`src/rtl/pmem_arbiter.sv`:
```
// pmem_arbiter: shares one line-wide physical-memory port between the
// I-cache (read only) and the D-cache (read/write), one line at a time.
module pmem_arbiter #(
    parameter int ADDR_WIDTH = 32,
    parameter int LINE_WIDTH = 256
) (
    input  logic                  clk,
    input  logic                  rst,

    input  logic [ADDR_WIDTH-1:0] i_pmem_address,
    input  logic                  i_pmem_read,
    output logic [LINE_WIDTH-1:0] i_pmem_rdata,
    output logic                  i_pmem_resp,

    input  logic [ADDR_WIDTH-1:0] d_pmem_address,
    input  logic                  d_pmem_read,
    input  logic                  d_pmem_write,
    input  logic [LINE_WIDTH-1:0] d_pmem_wdata,
    output logic [LINE_WIDTH-1:0] d_pmem_rdata,
    output logic                  d_pmem_resp,

    output logic [ADDR_WIDTH-1:0] pmem_address,
    output logic [LINE_WIDTH-1:0] pmem_wdata,
    output logic                  pmem_read,
    output logic                  pmem_write,
    input  logic [LINE_WIDTH-1:0] pmem_rdata,
    input  logic                  pmem_resp
);

    typedef enum logic [1:0] {
        IDLE    = 2'd0,
        SERVE_I = 2'd1,
        SERVE_D = 2'd2
    } state_t;

    typedef enum logic {
        GRANT_I = 1'b0,
        GRANT_D = 1'b1
    } grant_t;

    state_t state_q;
    state_t state_d;
    grant_t last_grant_q;
    grant_t last_grant_d;

    logic i_req;
    logic d_req;

    assign i_req = i_pmem_read;
    assign d_req = d_pmem_read | d_pmem_write;

    // State and round-robin history; reset forces IDLE at once.
    always_ff @(posedge clk or posedge rst) begin
        if (rst) begin
            state_q      <= IDLE;
            last_grant_q <= GRANT_I;
        end else begin
            state_q      <= state_d;
            last_grant_q <= last_grant_d;
        end
    end

    // Next state: grant in IDLE, hold the grant until the memory responds.
    always_comb begin
        state_d      = state_q;
        last_grant_d = last_grant_q;
        unique case (state_q)
            IDLE: begin
                if (i_req && d_req) begin
                    // Tie goes to whoever was not served last.
                    if (last_grant_q == GRANT_I) state_d = SERVE_D;
                    else                         state_d = SERVE_I;
                end else if (i_req) begin
                    state_d = SERVE_I;
                end else if (d_req) begin
                    state_d = SERVE_D;
                end
            end
            SERVE_I: begin
                if (pmem_resp) begin
                    state_d      = IDLE;
                    last_grant_d = GRANT_I;
                end
            end
            SERVE_D: begin
                if (pmem_resp) begin
                    state_d      = IDLE;
                    last_grant_d = GRANT_D;
                end
            end
            default: begin
                state_d = IDLE;
            end
        endcase
    end

    // Memory-side strobes and per-requester resp, steered by the grant.
    always_comb begin
        pmem_address = '0;
        pmem_wdata   = '0;
        pmem_read    = 1'b0;
        pmem_write   = 1'b0;
        i_pmem_resp  = 1'b0;
        d_pmem_resp  = 1'b0;
        unique case (state_q)
            SERVE_I: begin
                pmem_address = i_pmem_address;
                pmem_read    = i_pmem_read;
                i_pmem_resp  = pmem_resp;
            end
            SERVE_D: begin
                pmem_address = d_pmem_address;
                pmem_wdata   = d_pmem_wdata;
                // A write beats an illegal simultaneous read.
                if (d_pmem_write) begin
                    pmem_write = 1'b1;
                end else begin
                    pmem_read  = d_pmem_read;
                end
                d_pmem_resp  = pmem_resp;
            end
            default: begin
                pmem_address = '0;
            end
        endcase
    end

    // Read data fans out to both caches; only resp qualifies it.
    assign i_pmem_rdata = pmem_rdata;
    assign d_pmem_rdata = pmem_rdata;

endmodule

```
`config.mk`:
```
export PLATFORM = sky130hd
export DESIGN_NAME = pmem_arbiter
export DESIGN_NICKNAME = d
export VERILOG_FILES = /design/src/rtl/pmem_arbiter.sv
export SDC_FILE = /design/constraint.sdc
export NUM_CORES = 1
export LEC_CHECK = 0
export CORE_AREA = 3 3 544 546
export DETAILED_ROUTE_END_ITERATION = 8
export DIE_AREA = 0 0 547 549
export DONT_BUFFER_PORTS = 1
export PLACE_DENSITY = 0.3
export SKIP_CTS_REPAIR_TIMING = 1
export SYNTH_ARGS = -nofsm -noshare
export SYNTH_HDL_FRONTEND = slang
export SYNTH_SLANG_ARGS = --single-unit
```
`constraint.sdc`:
```
create_clock -name clk -period 1.45 [get_ports clk]
set_input_delay 0.0725 -clock clk [delete_from_list [all_inputs] [get_ports clk]]
set_output_delay 0.0725 -clock clk [all_outputs]
set_load 0.05 [all_outputs]
```
* After elaboration in Yosys (flattened, before gate mapping)
Cells that the tools add are included.
** Word-level totals
- Bits in registers :: 3
- Input bits :: 582
- Output and inout port bits :: 804
- Logic and storage cells :: 32
** Operators by class
- Equal/unequal tests :: 6
- Multiplexer cells :: 17
- Bitwise operators :: 1
- Reductions and logical operators :: 6
** Operator list (number)
- $mux 256 :: 1
- $pmux 32 s2 :: 1
- $mux 2 :: 5
- $mux 1 :: 7
- $ne 2x2->1 const B :: 2
- $ne 4x4->1 const B :: 1
- $pmux 1 s2 :: 2
- $pmux 2 s2 :: 1
- $reduce_and 3->1 :: 1
- $eq 2x1->1 const B :: 1
- $eq 2x2->1 const B :: 1
- $logic_not 2->1 :: 1
- $ne 2x1->1 const B :: 1
- $reduce_and 2->1 :: 1
- $reduce_bool 2->1 :: 1
- $reduce_or 2->1 :: 1
- $logic_and 1x1->1 :: 1
- $or 1x1->1 :: 1

* Depth between registers and ports, before layout
Gate-level depths: netlist (run 1).
- Depth in word-level cells :: 5
- Gate-level depth with buffers :: 7
- Mapped depth without buffers :: 5

* Worst setup path before layout (run 1)
Ideal clock, no wire load.
- Path type :: register to output
- Start point :: register state_q[1]
- End point :: output port pmem_address[0]
- Arrival time :: 1.713 ns
- Data required time :: 1.378 ns
- Path slack :: -0.336 ns
- Stages on the path, launching flop included :: 5
- Path buffers :: 1
- Cells stage by stage :: dfrtp_1 -> inv_1 -> ha_1 -> clkbuf_1 -> nor2b_1
** Between the ends
- Longest elaborated chain between the ends :: 2
- Elaborated cells on any way between the ends :: 3
- Classes of those cells :: eq/ne: 2; mux: 1
** RTL lines
- start, declared :: line 41 : state_t state_q;
- start signal, assigned :: line 58 : state_q <= state_d;
- $eq 2x2->1 / $eq 2x1->1 (equally long branches) :: line 105 : unique case (state_q)
- $pmux 32 s2 (*) :: line 105
- end, declared :: line 22 : output logic [ADDR_WIDTH-1:0] pmem_address,
Mark *: on every way between the ends. The rest lies on a longest branch, timed or not.

* Worst setup path in the final report (run 1)
- Start point :: register state_q[0]
- End point :: output port pmem_wdata[237]
** Between the ends
- Longest elaborated chain between the ends :: 2
** RTL lines
- $eq 2x2->1 :: line 105
- $mux 256 :: line 105
- end, declared :: line 23 : output logic [LINE_WIDTH-1:0] pmem_wdata,
No other way between the ends.

==> results.sh, run 1 <==
export IMPL_outcome="complete, but fails checks"
export IMPL_violations="negative setup slack"
export IMPL_p_per_area_nw_per_um2=1950
export IMPL_synth_top_area_share_pct=59.6
export IMPL_clk_latency_ps=230
export IMPL_endpoint_kind="output port"
export IMPL_netSwitchingPower_mw=16.0
export IMPL_topRoutingLayerUsed="met5"
export IMPL_combPwrFrac_pct=97.8
export IMPL_wl_met1_um=34700
export IMPL_gr_usage_all_layers_pct=10.6
export IMPL_fp_dieH_um=549
export IMPL_dp_cells=4564
export IMPL_n_fill_cell=34185
export IMPL_cp_start_kind="flop"
export IMPL_place_gp_congestion=0.839
export IMPL_yosys_area_top_type="buf_4"
export IMPL_numCtsBuffers=3
export IMPL_ctsLongestPathBuffers=2
export IMPL_grt_pass1_vias=5414
export IMPL_setup_viol_count_final=294
export IMPL_grt_ovfl_total=0
export IMPL_initial_core_util_pct=2.22
export IMPL_clk_pin_slew_ps=30
export IMPL_first_pass_iters=4
export IMPL_fmax_mhz=522
export IMPL_r2r_slack_ps=-220
export IMPL_port_buffers=0
export IMPL_drt_wl_total_um=170000
export IMPL_route_met2_wl_um=70500
export IMPL_hold_viol=0
export IMPL_ios=1386
export IMPL_detail_route_wl_per_cell_um=36.8
export IMPL_finalCriticalPeriod_ps=1920
export IMPL_avgSynthCellArea_um2=7.19
export IMPL_whs_path_depth=2
export IMPL_cts_root_buf="clkbuf_16"
export IMPL_antenna_found_initial=145
export IMPL_area_delta_synth_final_pct=124
export IMPL_cp_required_ps=1380
export IMPL_hp_class="in -> reg"
export IMPL_worst_path_max_fanout=7
export IMPL_syn_cell_area_um2=6470
export IMPL_whs_ps=54.7
export IMPL_grt_pass1_wl_um=182000
export IMPL_seqCellArea_um2=76.3
export IMPL_tightest_slew_ps=326
export IMPL_grt_max_degree=60
export IMPL_period_share_pct=132
export IMPL_crit_arrival_ps=1840
export IMPL_power_share_clock_pct=1.6
export IMPL_via_per_inst=1.22
export IMPL_seqPwrFrac_pct=0.6
export IMPL_ys_ff_latch=3
export IMPL_p_sw_share_pct=56.5
export IMPL_power_internal_mw=12.3
export IMPL_path_class="reg -> out"
export IMPL_syn_inst=900
export IMPL_syn_nets=1486
export IMPL_cts_max_level=1
export IMPL_ant_nets=0
export IMPL_yosys_warnings=0
export IMPL_cts_tree="done"
export IMPL_ir_worst_vdd_mv=0.583
export IMPL_die_x_um=547
export IMPL_finalClockSkew_ps=2.80
export IMPL_core_rowCount=198
export IMPL_nets=1279
export IMPL_vias=5629
export IMPL_hpwl_um=163000
export IMPL_slew_violations=0
export IMPL_cts_sinks=3
export IMPL_layout_drive_gt1_share_pct=92.5
export IMPL_slew_headroom_pct=78.3
export IMPL_die_area_um2=300000
export IMPL_drt_iter0_drc=231
export IMPL_ys_seq_area_share_pct=1.16
export IMPL_route_met3_wl_um=57100
export IMPL_rsz0062_at_grt="true"
export IMPL_core_area_um2=291000
export IMPL_ff2ff_path_depth=7
export IMPL_worst_slack_ps=-467
export IMPL_post_synth_num_cell_types=18
export IMPL_post_route_drc_count=0
export IMPL_leakage_nw=4.14
export IMPL_drv_cap=0
export IMPL_multi_input_area_um2=2850
export IMPL_stdcell_count=4619
export IMPL_dp_slack_ps=-266
export IMPL_synthTopCellsByArea="buf_4, and2_1, buf_6"
[logic make-up (layout without fill, tap and decap cells)]
group,count (synthesis),in the layout,share of synthesized area (%)
buffers and inverters,556,348,65.0
AOI/OAI and AO/OA,40,40,4.50
and+or+nand+nor,297,297,28.5
adders and majority gates,4,4,0.773
DFF,3,3,1.16
other,0,27,0
[stage by stage]
step	util [%]	total power, mW	setup TNS, ps	area, um2
after floorplan	-	15.6	-2230	6930
after global placement	4.71	26.3	-36260	13700
after detailed placement	4.71	26.4	-54250	13700
after CTS	4.73	26.9	-126770	13800
after global routing	4.96	29.6	-131240	14400
final	4.98	28.3	-111420	14500
[synthesized netlist by cell type]
master,n
a21oi_1,1
a32o_1,1
nor2b_1,32
buf_2,4
o21ai_0,4
o2111ai_1,1
nor2_1,1
clkbuf_1,8
ha_1,4
buf_4,514
buf_6,25
nand2_1,3
and2_1,260
inv_1,5
nand2b_1,1
a22oi_1,32
dfrtp_1,3
a21boi_0,1
[placed cells by master, fill, tap and decap left out]
cell           count
o21ai_0            4
buf_4             18
buf_6             10
nor2_1             1
inv_1              4
buf_12           292
ha_1               3
clkbuf_1           1
buf_16             6
clkbuf_16         11
a32o_1             1
and2_2           148
dlygate4sd3_1      2
dfrtp_1            2
nor2b_2           20
o2111ai_1          1
nand2b_1           1
a21oi_1            1
a21boi_0           1
and2_4           107
diode_2           27
inv_2              1
buf_8              3
nor2b_4           12
nand2_1            3
ha_4               1
dfrtp_2            1
a22oi_2           10
and2_1             5
a22oi_1           22
[flip-flops by register name, indices dropped and copies added, names as in the netlist]
register	count
state_q	2
last_grant_q	1
[critical path: stages, from the launching register on]
cell and delay, ps:
dfrtp_1 380, inv_2 90, buf_6 100, ha_4 140, buf_12 150, clkbuf_16 230
clkbuf_16 180, and2_4 150, buf_12 140
[layout make-up]
| type | count | area share, % |
|---|---|---|
| tap | 3900 | 33.7 |
| timing repair buffer | 339 | 45.0 |
| multi-input combinational | 341 | 19.6 |
| clock buffer | 4 | 0.544 |
| inverter | 5 | 0.130 |
| antenna | 27 | 0.466 |
| sequential | 3 | 0.527 |
[final timing paths]
check,end,start
max,pmem_wdata[237],state_q[0]
min,state_q[0],i_pmem_read
max reg2reg,state_q[1],state_q[0]
min reg2reg,last_grant_q,last_grant_q
max in group asynchronous,state_q[1],rst
min in group asynchronous,last_grant_q,rst
[power groups by stage]
| stage | sequential [mW] | combinational (mW) | clock [mW] |
|---|---|---|---|
| 2_1_floorplan | 0.143 | 15.4 | 0 |
| 3_3_place_gp | 0.152 | 26.1 | 0 |
| 3_5_place_dp | 0.160 | 26.2 | 0 |
| 4_1_cts | 0.161 | 26.3 | 0.453 |
| 5_1_grt | 0.170 | 29.0 | 0.464 |
| 6_report | 0.166 | 27.7 | 0.453 |
[metal layers]
metal | up-vias | GRT usage [%]
li1 | 1854 | -
met4 | 24 | 3.34
met1 | 2131 | 6.22
met2 | 1145 | 15.9
met3 | 475 | 16.7
met5 | - | 0
Note: power is estimated with default switching activity, not from simulation.
==> run 2: changes to the inputs <==
--- a/config.mk
+++ b/config.mk
@@ -8,2 +8,3 @@
 export CORE_AREA = 3 3 544 546
+export CTS_CLUSTER_SIZE = 20
 export DETAILED_ROUTE_END_ITERATION = 8
@@ -12,2 +13,3 @@
 export PLACE_DENSITY = 0.3
+export SETUP_SLACK_MARGIN = 0.05
 export SKIP_CTS_REPAIR_TIMING = 1
==> constraint.sdc (replaced) <==
create_clock -name clk -period 1.45 [get_ports clk]
set_input_delay 0.3625 -clock clk [delete_from_list [all_inputs] [get_ports clk]]
set_output_delay 0.3625 -clock clk [all_outputs]
set_load 0.05 [all_outputs]
==> results.sh, run 2 (synthesis results as in run 1) <==
export IMPL_die_x_um=547
export IMPL_power_share_clock_pct=1.9
export IMPL_initial_core_util_pct=2.22
export IMPL_grtUsageMet2_pct=19.4
export IMPL_grtUsageMet3_pct=19.7
export IMPL_core_rowCount=198
export IMPL_nets=1028
export IMPL_violations="negative setup slack"
export IMPL_hold_viol=0
export IMPL_clk_pin_slew_ps=30
export IMPL_cts_max_level=1
export IMPL_worst_path_max_fanout=37
export IMPL_p_per_area_nw_per_um2=2320
export IMPL_endpoint_kind="output port"
export IMPL_grt_max_degree=41
export IMPL_post_route_drc_count=0
export IMPL_first_pass_iters=4
export IMPL_cts_root_buf="clkbuf_16"
export IMPL_tightest_slew_ps=333
export IMPL_ant_nets=0
export IMPL_dp_cells=4322
export IMPL_top_regs="state_q x2, last_grant_q x1"
export IMPL_worst_slack_ps=-688
export IMPL_slew_headroom_pct=77.9
export IMPL_crit_arrival_ps=1780
export IMPL_port_buffers=0
export IMPL_detail_route_wl_per_cell_um=44.4
export IMPL_power_internal_mw=7.02
export IMPL_grt_busiest_layer="met3"
export IMPL_core_area_um2=291000
export IMPL_via_per_inst=1.12
export IMPL_numCtsBuffers=3
export IMPL_drt_iter0_drc=201
export IMPL_layout_drive_gt1_share_pct=93.0
export IMPL_cts_tree="done"
export IMPL_n_fill_cell=34559
export IMPL_path_class="reg -> out"
export IMPL_place_gp_congestion=0.785
export IMPL_ios=1386
export IMPL_die_area_um2=300000
export IMPL_finalCriticalPeriod_ps=2140
export IMPL_vias=4883
export IMPL_mostFrequentLayoutCells="and2_4, buf_12, nor2b_4"
export IMPL_largest_reg_flops=2
export IMPL_seqPwrFrac_pct=0.7
export IMPL_setup_viol_count_final=295
export IMPL_drv_cap=0
export IMPL_grt_ovfl_total=0
export IMPL_grt_pass1_wl_um=205000
export IMPL_hp_class="in -> reg"
export IMPL_cp_required_ps=1090
export IMPL_combPwrFrac_pct=97.4
export IMPL_ctsLongestPathBuffers=2
export IMPL_period_share_pct=147
export IMPL_gr_usage_all_layers_pct=12.2
export IMPL_rsz0062_at_grt="true"
export IMPL_ir_worst_vdd_mv=0.739
export IMPL_p_sw_share_pct=69.6
export IMPL_grt_pass1_vias=4801
export IMPL_p_total_mw=23.1
export IMPL_antenna_found_initial=112
export IMPL_fmax_mhz=468
export IMPL_finalClockSkew_ps=0.817
export IMPL_clk_latency_ps=230
export IMPL_netSwitchingPower_mw=16.1
export IMPL_hpwl_um=187000
export IMPL_cp_start_kind="flop"
export IMPL_stdcell_count=4375
export IMPL_fp_dieH_um=549
export IMPL_layout_commonest_cell="and2_4"
export IMPL_outcome="complete, but fails checks"
export IMPL_use_met1_pct=6.33
export IMPL_largest_register="state_q"
export IMPL_drt_wl_total_um=194000
export IMPL_leakage_nw=2.24
export IMPL_area_delta_synth_final_pct=54.0
export IMPL_cts_sinks=3
export IMPL_slew_violations=0
run 2: through the flow:
step / hold slack (ps) / setup slack, ps / util (%) / TNS, ps / area (um2)
final: 303 / -688 / 3.42 / -175280 / 9970
after global routing: 330 / -749 / 3.41 / -197100 / 9910
after CTS: -96.3 / -718 / 3.23 / -184390 / 9420
after detailed placement: 140 / -472 / 3.21 / -111510 / 9340
after global placement: 136 / -430 / 3.21 / -99240 / 9340
after floorplan: 116 / -205 / - / -37530 / 7440
run 2: power groups by stage:
stage / registers [mW] / logic, mW / clock network, mW
floorplan: 0.146 / 17.3 / 0
global placement: 0.147 / 21.7 / 0
detailed placement: 0.154 / 21.7 / 0
CTS: 0.155 / 21.7 / 0.444
global route: 0.174 / 23.7 / 0.458
finish: 0.168 / 22.5 / 0.443
run 2: cell type report:
type / instances / area (um2) / share of cell area (%)
Inverter: 5 / 21.3 / 0.213
Sequential cell: 3 / 76.3 / 0.766
Tap cell: 3900 / 4880 / 49.0
Antenna cell: 34 / 85.1 / 0.854
Timing Repair Buffer: 88 / 1600 / 16.1
Clock buffer: 4 / 78.8 / 0.791
Multi-Input combinational cell: 341 / 3230 / 32.4
run 2: path summary, 6_finish.rpt:
path	startpoint	to	slack, ps	depth (start not counted)
worst min register to register	last_grant_q	last_grant_q	580	2
worst min-delay path	pmem_resp	last_grant_q	300	2
worst max register to register	state_q[0]	state_q[1]	-340	8
worst max-delay path	state_q[0]	pmem_wdata[104]	-690	6
max in group asynchronous	rst	state_q[1]	700	2
min in group asynchronous	rst	last_grant_q	600	2
run 2: critical path, cell delays in order, from the launching register on:
cell     delay [ps]
dfrtp_1         380
inv_2            80
buf_6           120
ha_4            180
buf_12          180
buf_16          200
and2_4          330
run 2: routing by layer:
layer,wire (um),part of all wire (%)
met1,34700,18
met2,86200,44
met3,66700,34
met4,6370,3.3
met5,153,0.079
==> run 3: changes to the inputs <==
Settings changed: ABC_AREA set to 0, BUFFER_PORTS_ARGS set to -buffer_cell sky130_fd_sc_hd__buf_2, CORE_AREA 3 3 544 546 to 3 3 545 547, DIE_AREA 0 0 547 549 to 0 0 548 550, DONT_BUFFER_PORTS 1 to not set.
==> results.sh, run 3 (synthesis results as in run 1) <==
export IMPL_outcome="complete, but fails checks"
export IMPL_violations="negative setup slack"
export IMPL_die_area_um2=301000
export IMPL_p_per_area_nw_per_um2=1840
export IMPL_vias=7518
export IMPL_cp_start_kind="flop"
export IMPL_leakage_nw=5.87
export IMPL_clk_latency_ps=230
export IMPL_path_class="reg -> out"
export IMPL_ir_worst_vdd_mv=0.653
export IMPL_drv_cap=0
export IMPL_core_area_um2=293000
export IMPL_first_pass_iters=4
export IMPL_cpMaxStageDelayCell="dfrtp_1"
export IMPL_worst_path_max_fanout=9
export IMPL_drt_wl_total_um=198000
export IMPL_numCtsBuffers=3
export IMPL_finalClockSkew_ps=2.01
export IMPL_ctsLongestPathBuffers=2
export IMPL_cts_sinks=3
export IMPL_slew_violations=0
export IMPL_largest_reg_flops=2
export IMPL_crit_arrival_ps=1870
export IMPL_cts_max_level=1
export IMPL_core_rowCount=199
export IMPL_hp_class="in -> async"
export IMPL_grt_ovfl_total=0
export IMPL_crit_path_frequent_cell="buf_12"
export IMPL_rsz0062_at_grt="true"
export IMPL_cts_tree="done"
export IMPL_postLayoutCellArea_um2=17100
export IMPL_grt_pass1_wl_um=209000
export IMPL_period_share_pct=154
export IMPL_fp_dieH_um=550
export IMPL_endpoint_kind="output port"
export IMPL_detail_route_wl_per_cell_um=39.6
export IMPL_p_total_mw=31.5
export IMPL_fmax_mhz=449
export IMPL_hold_viol=0
export IMPL_top_regs="state_q x2, last_grant_q x1"
export IMPL_critPathMaxStageDelay_ps=370
export IMPL_initial_core_util_pct=2.21
export IMPL_grt_max_degree=51
export IMPL_drt_iter0_drc=289
export IMPL_slew_headroom_pct=76.0
export IMPL_dp_slack_ps=-750
export IMPL_grt_pass1_vias=6941
export IMPL_via_per_inst=1.50
export IMPL_port_buffers=617
export IMPL_n_fill_cell=34479
export IMPL_die_x_um=548
export IMPL_finalCriticalPeriod_ps=2230
export IMPL_ios=1386
export IMPL_largest_register="state_q"
export IMPL_critical_path_cell_chain="inv_2 -> buf_6 -> ha_4 -> buf_12 -> buf_12 -> clkbuf_16 -> and2_4 -> buf_12"
export IMPL_cp_required_ps=1090
export IMPL_antenna_found_initial=208
export IMPL_tightest_slew_ps=361
export IMPL_cts_root_buf="clkbuf_16"
export IMPL_ant_nets=0
export IMPL_setup_viol_count_final=295
export IMPL_clk_pin_slew_ps=30
export IMPL_layout_commonest_cell="buf_2"
export IMPL_place_area_um2=15500
export IMPL_layout_drive_gt1_share_pct=97.9
export IMPL_nets=1636
export IMPL_area_delta_synth_final_pct=164
export IMPL_worst_slack_ps=-779
export IMPL_hpwl_um=188000
export IMPL_mostFrequentLayoutCells="buf_2, buf_12, and2_4"
export IMPL_place_gp_congestion=0.753
export IMPL_gr_usage_all_layers_pct=12.2
export IMPL_post_route_drc_count=0
run 3: cell types whose count changed in the layout (fill, tap and decap cells not counted), moves of 5 or more:
cell / previous run / this run
buf_2: 0 / 325
a22oi_2: 21 / 28
a22oi_1: 11 / 4
buf_6: 5 / 15
buf_4: 13 / 18
buf_12: 58 / 278
buf_8: 1 / 38
clkbuf_16: 9 / 21
run 3: final timing paths:
check                           slack (ps)       start        endpoint  cells past startpoint
worst max register to register        -270  state_q[0]      state_q[0]                      7
worst min-delay path                    20         rst    last_grant_q                      2
worst max-delay path                  -780  state_q[0]  pmem_wdata[80]                      8
max in group asynchronous             1270         rst      state_q[1]                      2
worst min register to register         590  state_q[1]      state_q[1]                      1
min in group clk                       520   pmem_resp    last_grant_q                      3
run 3: final cells by class:
class                   instances  area (um2)  share of cell area, %
multi-input cells             341        3270                   19.2
repair buffers                696        8630                   50.6
flip-flops and latches          3        76.3                  0.447
well taps                    3919        4900                   28.7
inverters                       5        18.8                  0.110
clock buffers                   4        78.8                  0.462
diodes                         34        85.1                  0.499
run 3: metrics by stage:
step | utilization, % | cells | hold WS [ps] | setup TNS [ps]
3_5_place_dp | 5.30 | 4921 | 260 | -122370
5_1_grt | 5.80 | 4973 | 32.2 | -221370
3_3_place_gp | 5.30 | 4920 | 257 | -126730
6_report | 5.82 | 5002 | 23.8 | -200980
4_1_cts | 5.33 | 4925 | 24.3 | -193730
2_1_floorplan | - | 900 | 116 | -37530
run 3: worst max-delay path, delay by kind of cell (launching register included):
family / cells / cell delay, ps
buffers and inverters: 6 / 840
DFF: 1 / 370
and+or+nand+nor: 1 / 180
adders and majority gates: 1 / 210
run 3: routing by layer:
| metal | global-route usage [%] | vias up | routed length, um |
|---|---|---|---|
| met5 | 0.422 | - | 272 |
| met4 | 2.59 | 18 | 6510 |
| met3 | 16.0 | 460 | 56700 |
| met2 | 17.7 | 1478 | 80300 |
| met1 | 9.93 | 2986 | 54100 |
| li1 | - | 2576 | - |
run 3: power breakdown:
part / total, mW / switching [mW] / internal [mW]
clock: 0.438 / 0.0757 / 0.363
combinational: 30.9 / 16.8 / 14.1
sequential: 0.165 / 0.0420 / 0.123
